--- src/rtl/multi_axis_cf.sv ---
// multi_axis_cf: per-axis complementary filter over NCH channels.
// One sample is processed one channel per cycle through a shared datapath.
// Each channel keeps two estimates:
//   est  - fused angle estimate
//   gint - pure gyro-integrated angle
//
// Ports:
//   clk, rst                  clock, asynchronous active-low reset
//   gyro_i, acc_i             packed signed gyro rates / accel angles (ch c at [c*DW +: DW])
//   mode_i                    00 fused, 01 gyro-only, 10 accel-only, 11 hold
//   clear_i                   synchronous clear of all estimates (honoured in IDLE only)
//   valid_in / ready_in       sample handshake; ready_in is combinational from state and clear_i
//   angle_o, gyro_o           packed est / gint registers
//   valid_out / out_ready     result handshake
//
// Optional feature: define MULTI_AXIS_CF_SAT_EN to saturate est/gint updates
// to DW bits. Without it, updates wrap in two's complement.
module multi_axis_cf #(
  parameter int unsigned NCH      = 3,
  parameter int unsigned DW       = 16,
  parameter int unsigned GYRO_SH  = 4,
  parameter int unsigned ALPHA_SH = 5
) (
  input  logic              clk,
  input  logic              rst,
  input  logic [NCH*DW-1:0] gyro_i,
  input  logic [NCH*DW-1:0] acc_i,
  input  logic [1:0]        mode_i,
  input  logic              clear_i,
  input  logic              valid_in,
  output logic              ready_in,
  output logic [NCH*DW-1:0] angle_o,
  output logic [NCH*DW-1:0] gyro_o,
  output logic              valid_out,
  input  logic              out_ready
);

  localparam int unsigned CW = (NCH > 1) ? $clog2(NCH) : 1;
  localparam int unsigned EW = DW + 2;

  localparam logic [1:0] M_FUSED = 2'b00;
  localparam logic [1:0] M_GYRO  = 2'b01;
  localparam logic [1:0] M_ACC   = 2'b10;

  typedef enum logic [1:0] {IDLE, CALC, OUT} state_t;

  state_t               state, state_n;
  logic                 valid_out_n;
  logic                 accept, calc_en, clr;
  logic [CW-1:0]        ch;
  logic [NCH*DW-1:0]    gyro_q, acc_q;
  logic [1:0]           mode_q;
  logic signed [DW-1:0] est  [NCH];
  logic signed [DW-1:0] gint [NCH];

  // Shared per-channel datapath signals
  logic signed [DW-1:0] gyro_c, acc_c, est_c, gint_c;
  logic signed [DW-1:0] est_n, gint_n;
  logic signed [EW-1:0] gyro_x, acc_x, est_x, gint_x;
  logic signed [EW-1:0] rate, g, diff, fused, gsum;

  // Reduce a DW+2 bit result back to DW bits (saturate or wrap)
  function automatic logic signed [DW-1:0] fit(input logic signed [EW-1:0] v);
`ifdef MULTI_AXIS_CF_SAT_EN
    logic signed [EW-1:0] smax, smin;
    smax = {3'b000, {(DW-1){1'b1}}};
    smin = {3'b111, {(DW-1){1'b0}}};
    if (v > smax)      return smax[DW-1:0];
    else if (v < smin) return smin[DW-1:0];
    else               return v[DW-1:0];
`else
    return v[DW-1:0];
`endif
  endfunction

  assign ready_in = (state == IDLE) && !clear_i;

  // Continuous readout of the estimate registers
  for (genvar c = 0; c < NCH; c++) begin : g_out
    assign angle_o[c*DW +: DW] = est[c];
    assign gyro_o[c*DW +: DW]  = gint[c];
  end

  // State register
  always_ff @(posedge clk or negedge rst) begin
    if (!rst) state <= IDLE;
    else      state <= state_n;
  end

  // Next-state and control decode
  always_comb begin
    state_n     = state;
    valid_out_n = 1'b0;
    accept      = 1'b0;
    calc_en     = 1'b0;
    clr         = 1'b0;
    case (state)
      IDLE: begin
        if (clear_i) begin
          clr = 1'b1;
        end else if (valid_in) begin
          accept  = 1'b1;
          state_n = CALC;
        end
      end
      CALC: begin
        calc_en = 1'b1;
        if (ch == CW'(NCH - 1)) state_n = OUT;
      end
      OUT: begin
        // valid_out rises one cycle after entering OUT; leave only once it was seen
        if (valid_out && out_ready) begin
          state_n = IDLE;
        end else begin
          valid_out_n = 1'b1;
        end
      end
      default: state_n = IDLE;
    endcase
  end

  // Channel select and sign-extended operands
  always_comb begin
    gyro_c = gyro_q[ch*DW +: DW];
    acc_c  = acc_q[ch*DW +: DW];
    est_c  = est[ch];
    gint_c = gint[ch];
    gyro_x = {{2{gyro_c[DW-1]}}, gyro_c};
    acc_x  = {{2{acc_c[DW-1]}}, acc_c};
    est_x  = {{2{est_c[DW-1]}}, est_c};
    gint_x = {{2{gint_c[DW-1]}}, gint_c};
  end

  // Filter arithmetic for the selected channel
  always_comb begin
    rate   = gyro_x >>> GYRO_SH;
    g      = est_x + rate;
    gsum   = gint_x + rate;
    diff   = acc_x - g;
    fused  = g + (diff >>> ALPHA_SH);
    gint_n = fit(gsum);
    case (mode_q)
      M_FUSED: est_n = fit(fused);
      M_GYRO:  est_n = fit(g);
      M_ACC:   est_n = acc_c;
      default: est_n = est_c;
    endcase
  end

  // Capture, per-channel update, clear and result valid
  always_ff @(posedge clk or negedge rst) begin
    if (!rst) begin
      valid_out <= 1'b0;
      ch        <= '0;
      gyro_q    <= '0;
      acc_q     <= '0;
      mode_q    <= '0;
      for (int c = 0; c < NCH; c++) begin
        est[c]  <= '0;
        gint[c] <= '0;
      end
    end else begin
      valid_out <= valid_out_n;
      if (accept) begin
        gyro_q <= gyro_i;
        acc_q  <= acc_i;
        mode_q <= mode_i;
        ch     <= '0;
      end else if (calc_en) begin
        est[ch]  <= est_n;
        gint[ch] <= gint_n;
        ch       <= ch + CW'(1);
      end
      if (clr) begin
        for (int c = 0; c < NCH; c++) begin
          est[c]  <= '0;
          gint[c] <= '0;
        end
      end
    end
  end

endmodule

--- config.mk ---
export PLATFORM = sky130hd
export DESIGN_NAME = multi_axis_cf
export DESIGN_NICKNAME = d
export VERILOG_FILES = /design/src/rtl/multi_axis_cf.sv
export SDC_FILE = /design/constraint.sdc
export NUM_CORES = 1
export LEC_CHECK = 0
export CAP_MARGIN = 20
export CORE_MARGIN = 2
export CORE_UTILIZATION = 45
export DETAILED_ROUTE_END_ITERATION = 12
export PLACE_DENSITY = 0.72
export SYNTH_ARGS = -nofsm -noshare
export SYNTH_HDL_FRONTEND = slang
export SYNTH_SLANG_ARGS = --single-unit
--- constraint.sdc ---
create_clock -name clk -period 7.55 [get_ports clk]
set_input_delay 1.51 -clock clk [delete_from_list [all_inputs] [get_ports clk]]
set_output_delay 1.51 -clock clk [all_outputs]
set_load 0.005 [all_outputs]
==> flow_summary.yaml, run 1 <==
grt:
  grt_pass1_wl_mm: 54.07
  grt_pass1_vias: 9799
  grt_usage_pct: 24.49
  grt_max_degree: 80
  grt-ovfl-total: 0
  antenna_found_initial: 0
detailed_routing:
  viasPerCell: 5.871
  wire_per_inst_um: 20.22
  drc: 0
  routed_wl_mm: 33.79
  drt_pass1_iterations: 5
  vias: 9811
  ant_nets: 0
  drt_iter0_drc: 810
cells_and_area:
  n_antenna_cell: 0
  layout-drive-gt1-share_pct: 15.79
  layout.cells.non_filler: 1671
  multi_input_area_mm2: 0.006847
  finalNetCount: 1491
  n_fill_cell: 2285
  syn2layout_area_growth_pct: 24.11
  regArea_mm2: 0.004684
  fin_area_mm2: 0.01476
floorplan:
  die_h_um: 166.6
  die_area_mm2: 0.02775
  io_pins: 201
  core_area_mm2: 0.02598
  floorplan.initialDensity_pct: 45.78
  dieWidth_um: 166.6
  num_rows: 59
placement:
  dpl.cell_count: 1636
  numPortBuffers: 188
  routabilityCongestion: 0.8716
  dpl_cell_area_mm2: 0.01413
  post-dp-hpwl_mm: 24.59
synth:
  ys_ff_latch: 187
  synthFlopType: "dfrtp_1"
  synth_largest_area_cell: "dfrtp_1"
  synth_cell_types: 88
  postSynthCellCount: 1158
  yosysSeqAreaShare_pct: 39.34
  synth_edf_count: 0
  syn-cell-area_mm2: 0.01190
  synth_top_area_share_pct: 39.34
  synth-async-reset-ratio_pct: 100.0
  avgSynthCellArea_um2: 10.27
  syn-num-nets: 1326
  yosys_warnings: 0
  synthTopCellsByArea: "dfrtp_1 (39%), mux2_2 (8.4%), ha_1 (6.5%), mux2i_1 (5.6%), a22o_1 (4.2%)"
clock_network:
  clk_pin_slew_ps: 80
  cts_sinks: 187
  cts_tree: "done"
  cts_buffers: 17
  holdBufCountCts: 0
  clk_path_buf_depth: 2
  root_buffer: "clkbuf_16"
  h-tree-depth: 4
  clkLatencyLatePin_ps: 440
sta:
  timing.fmax_ghz: 0.1391
  hold_ws_ps: 482.3
  setup_viol: 0
  tightest_slew_ps: 1013
  fin_crit_ps: 7188
  setup-tns-final_ps: 0
  finalMaxSlewViolations: 0
  fin_worst_skew_ps: 12.08
  timing.final.crit_share_pct: 95.21
  hold_violations: 0
  relSlewSlack_pct: 32.47
critical_path:
  slowest_stage: "dfrtp_4"
  cp_top_family: "compound AO/OA/AOI/OAI gates"
  critPathKind: "register to register"
  crit_buf_inv: 2
  crit_fanout: 6
  slowest_delay_ps: 530
  crit_top_cell: "a21oi_1"
  cp.arrival_ps: 7540
  cp-start-kind: "register"
  crit_path_end_kind: "register"
  cp.required_ps: 7900
run_status:
  outcome: "finished, final reports clean"
min_path:
  hold_class: "register to register"
job:
  cap_violations: 0
## layer usage
metal  up-vias  wire length [µm]  track usage (%)
met5         -                 0                0
met4         0               753            7.496
met3        52              2221            4.848
met2       348             15380            38.45
met1      4808             15440            34.38
li1       4603                 -                -
## layout by cell type (no fill, tap or decap), types with 16 or more instances in the layout
master and instances:
a21o_1 18, a21oi_1 38, a22o_1 57, buf_4 27, clkbuf_16 17, clkdlybuf4s50_1 187
dfrtp_1 185, ha_1 62, inv_1 35, mux2_2 89, mux2i_1 66, nand2_1 112
nand3_1 16, nor2_1 53, o21ai_0 76, xnor2_1 36
## state kept, by name (all words and copies together) (netlist names)
signal / flops
angle_o: 48
state: 2
acc_q: 48
valid_out: 1
ch: 2
gyro_o: 48
mode_q: 2
gyro_q: 36
## kinds of logic after synthesis
logic type	count (synthesis)	synth area share [%]
compound gates	306	19.16
simple gates	285	11.71
flops	187	39.34
mux	168	16.28
buf+inv	106	3.471
fa+ha+maj	65	7.026
xor+xnor	41	3.018
## Yosys cell counts (6+ instances only)
library cell / number
nor2b_1: 8
o21a_1: 6
xnor2_1: 36
or4_1: 6
o21bai_1: 11
mux2i_1: 66
o211ai_2: 7
ha_1: 62
o41ai_1: 7
o21ai_0: 79
clkbuf_1: 59
nand3_1: 16
a211oi_1: 10
nor3_1: 15
a22o_1: 57
a31oi_1: 12
and2_1: 13
mux4_2: 10
and3_1: 15
buf_1: 6
a21o_1: 18
nand2_1: 112
nor2_1: 57
nand4_1: 8
a21oi_1: 39
dfrtp_1: 187
inv_1: 35
mux2_2: 89
## repair_timing
item                       CTS  global route
setup endpoints to repair    0            15
setup buffers                0             3
hold endpoints to repair     0             0
resized for setup            0             9
## worst paths after layout
path,endpoint,cells after the start,from,slack (ps)
min in group asynchronous,gyro_o[23]$_DFFE_PN0P_,1,rst,990
max in group asynchronous,acc_q[28]$_DFFE_PN0P_,2,rst,5250
worst min register to register,valid_out$_DFF_PN0_,1,valid_out$_DFF_PN0_,480
worst max register to register,angle_o[31]$_DFFE_PN0P_,31,ch[1]$_DFFE_PN0P_,360
worst min-delay path,valid_out$_DFF_PN0_,1,valid_out$_DFF_PN0_,480
worst max-delay path,angle_o[31]$_DFFE_PN0P_,31,ch[1]$_DFFE_PN0P_,360
## through the flow
step / worst slack [ps] / util (%)
after floorplan: 117.8 / -
final: 361.7 / 56.82
after global placement: 228.7 / 54.38
after global routing: -4.239 / 56.82
after detailed placement: 143.2 / 54.38
after CTS: 124.0 / 56.62
## final cells by class
class,count,share of cell area (%)
clock inverters,13,0.8729
flip-flops and latches,187,31.73
well taps,335,2.839
repair buffers,216,14.20
clock buffers,19,3.068
inverters,36,0.9153
multi-input cells,865,46.37
Power of run 1 is not shown: default switching activity piles up to over one toggle a cycle in this logic, so the estimate is an artifact.
==> inputs of run 2 (changes only) <==
- CORE_UTILIZATION: 45 -> 40
- PLACE_DENSITY: 0.72 -> 0.65
- REMOVE_ABC_BUFFERS: not set -> 1
- SLEW_MARGIN: not set -> 10
==> flow_summary.yaml, run 2 (synthesized netlist as in run 1, its figures left out) <==
clock_network:
  clk_path_buf_depth: 2
  cts_sinks: 187
  h-tree-depth: 4
  holdBufCountCts: 0
  clk_pin_slew_ps: 80
  root_buffer: "clkbuf_16"
  clkLatencyLatePin_ps: 430
  cts_buffers: 17
  cts_tree: "done"
detailed_routing:
  routed_wl_mm: 33.61
  viasPerCell: 5.656
  wire_per_inst_um: 19.45
  ant_nets: 0
  met2WireLength_mm: 15.86
  wl_met3_mm: 1.693
  drt_pass1_iterations: 7
  vias: 9774
  drc: 0
  drt_iter0_drc: 637
  dr.max_layer_used: "met4"
  met1_length_mm: 15.47
placement:
  post-dp-hpwl_mm: 24.33
  routabilityCongestion: 0.8980
  pre_cts_ws_ps: 233.0
  numPortBuffers: 188
critical_path:
  crit_fanout: 6
  cp.required_ps: 7900
  cp-start-kind: "register"
  crit_path_end_kind: "register"
  critPathKind: "register to register"
  slowest_stage: "dfrtp_4"
  cp.arrival_ps: 7500
  crit_top_cell: "ha_1"
  slowest_delay_ps: 540
sta:
  timing.fmax_ghz: 0.1397
  tightest_slew_ps: 971.9
  timing.final.crit_share_pct: 94.78
  layout_setup_ws_ps: 393.8
  hold_ws_ps: 506.3
  hold_violations: 0
  fin_worst_skew_ps: 12.56
  fin_crit_ps: 7156
  relSlewSlack_pct: 35.21
  finalMaxSlewViolations: 0
  setup_viol: 0
cells_and_area:
  n_fill_cell: 2706
  multi_input_area_mm2: 0.006852
  n_antenna_cell: 0
  layout_common_cells: "clkdlybuf4s50_1 (187), dfrtp_1 (185), nand2_1 (112)"
  regArea_mm2: 0.004684
  syn2layout_area_growth_pct: 25.03
  layout_commonest_cell: "clkdlybuf4s50_1"
  finalNetCount: 1493
  layout-drive-gt1-share_pct: 15.99
floorplan:
  die_h_um: 176.5
  dieWidth_um: 176.5
  floorplan.initialDensity_pct: 40.35
  core_area_mm2: 0.02948
  num_rows: 63
  die_area_mm2: 0.03114
  io_pins: 201
grt:
  grt-ovfl-total: 0
  grt_usage_pct: 21.80
  grt_pass1_vias: 9774
  antenna_found_initial: 0
  grt_max_degree: 114
  grt_pass1_wl_mm: 53.19
run_status:
  outcome: "finished, final reports clean"
job:
  cap_violations: 0
min_path:
  hold_class: "register to register"
-- run 2: cell count changes in the layout (fill, tap and decap cells not counted), sizes merged --
cell,before,now
clkinv,5,8
clkbuf,19,20
clkinvlp,2,0
-- run 2: worst paths after layout --
kind | from | endpoint | slack (ps) | depth (start not counted)
min in group asynchronous | rst | gyro_q[44]$_DFFE_PN0P_ | 1150 | 1
hold reg to reg | state[0]$_DFFE_PN0P_ | valid_out$_DFF_PN0_ | 510 | 1
max in group asynchronous | rst | acc_q[45]$_DFFE_PN0P_ | 4840 | 2
setup / recovery | ch[1]$_DFFE_PN0P_ | angle_o[15]$_DFFE_PN0P_ | 390 | 30
setup reg to reg | ch[1]$_DFFE_PN0P_ | angle_o[15]$_DFFE_PN0P_ | 390 | 30
hold / removal | state[0]$_DFFE_PN0P_ | valid_out$_DFF_PN0_ | 510 | 1
-- run 2: area by class of cell --
cell class | count | share of cell area, %
clock buffers | 18 | 2.953
flip-flops and latches | 187 | 31.49
clock inverters | 14 | 1.127
inverters | 36 | 0.9085
multi-input cells | 865 | 46.06
well taps | 390 | 3.281
repair buffers | 218 | 14.17
-- run 2: routing by layer --
| layer | up-vias | GRT usage (%) |
|---|---|---|
| met4 | 0 | 6.439 |
| met5 | - | 0 |
| met1 | 4821 | 30.10 |
| met2 | 313 | 35.87 |
| met3 | 37 | 2.821 |
| li1 | 4603 | - |
-- run 2: critical path, delay by kind of cell, from the launching register on --
family / cells / cell delay [ps]
buffers and inverters: 2 / 260
adder cells (fa/ha/maj): 4 / 1290
multiplexers: 2 / 510
flip-flops: 1 / 540
XOR/XNOR: 2 / 330
AND/OR/NAND/NOR: 5 / 1030
AO/OA/AOI/OAI: 15 / 3130
-- run 2: repair_timing --
action,CTS,global route
endpoints found under the setup margin,0,15
buffers inserted,0,6
gates resized for setup,0,8
-- run 2: stage by stage --
step	cells	instance area [µm²]	TNS, ps	utilization, %
final	1728	14870	0	50.45
after global routing	1728	14870	-1.518	50.45
after CTS	1722	14800	0	50.21
after detailed placement	1690	14190	0	48.15
after global placement	1690	14190	0	48.15
after floorplan	1088	11620	-52400	-
Power of run 2 is left out for the same reason.
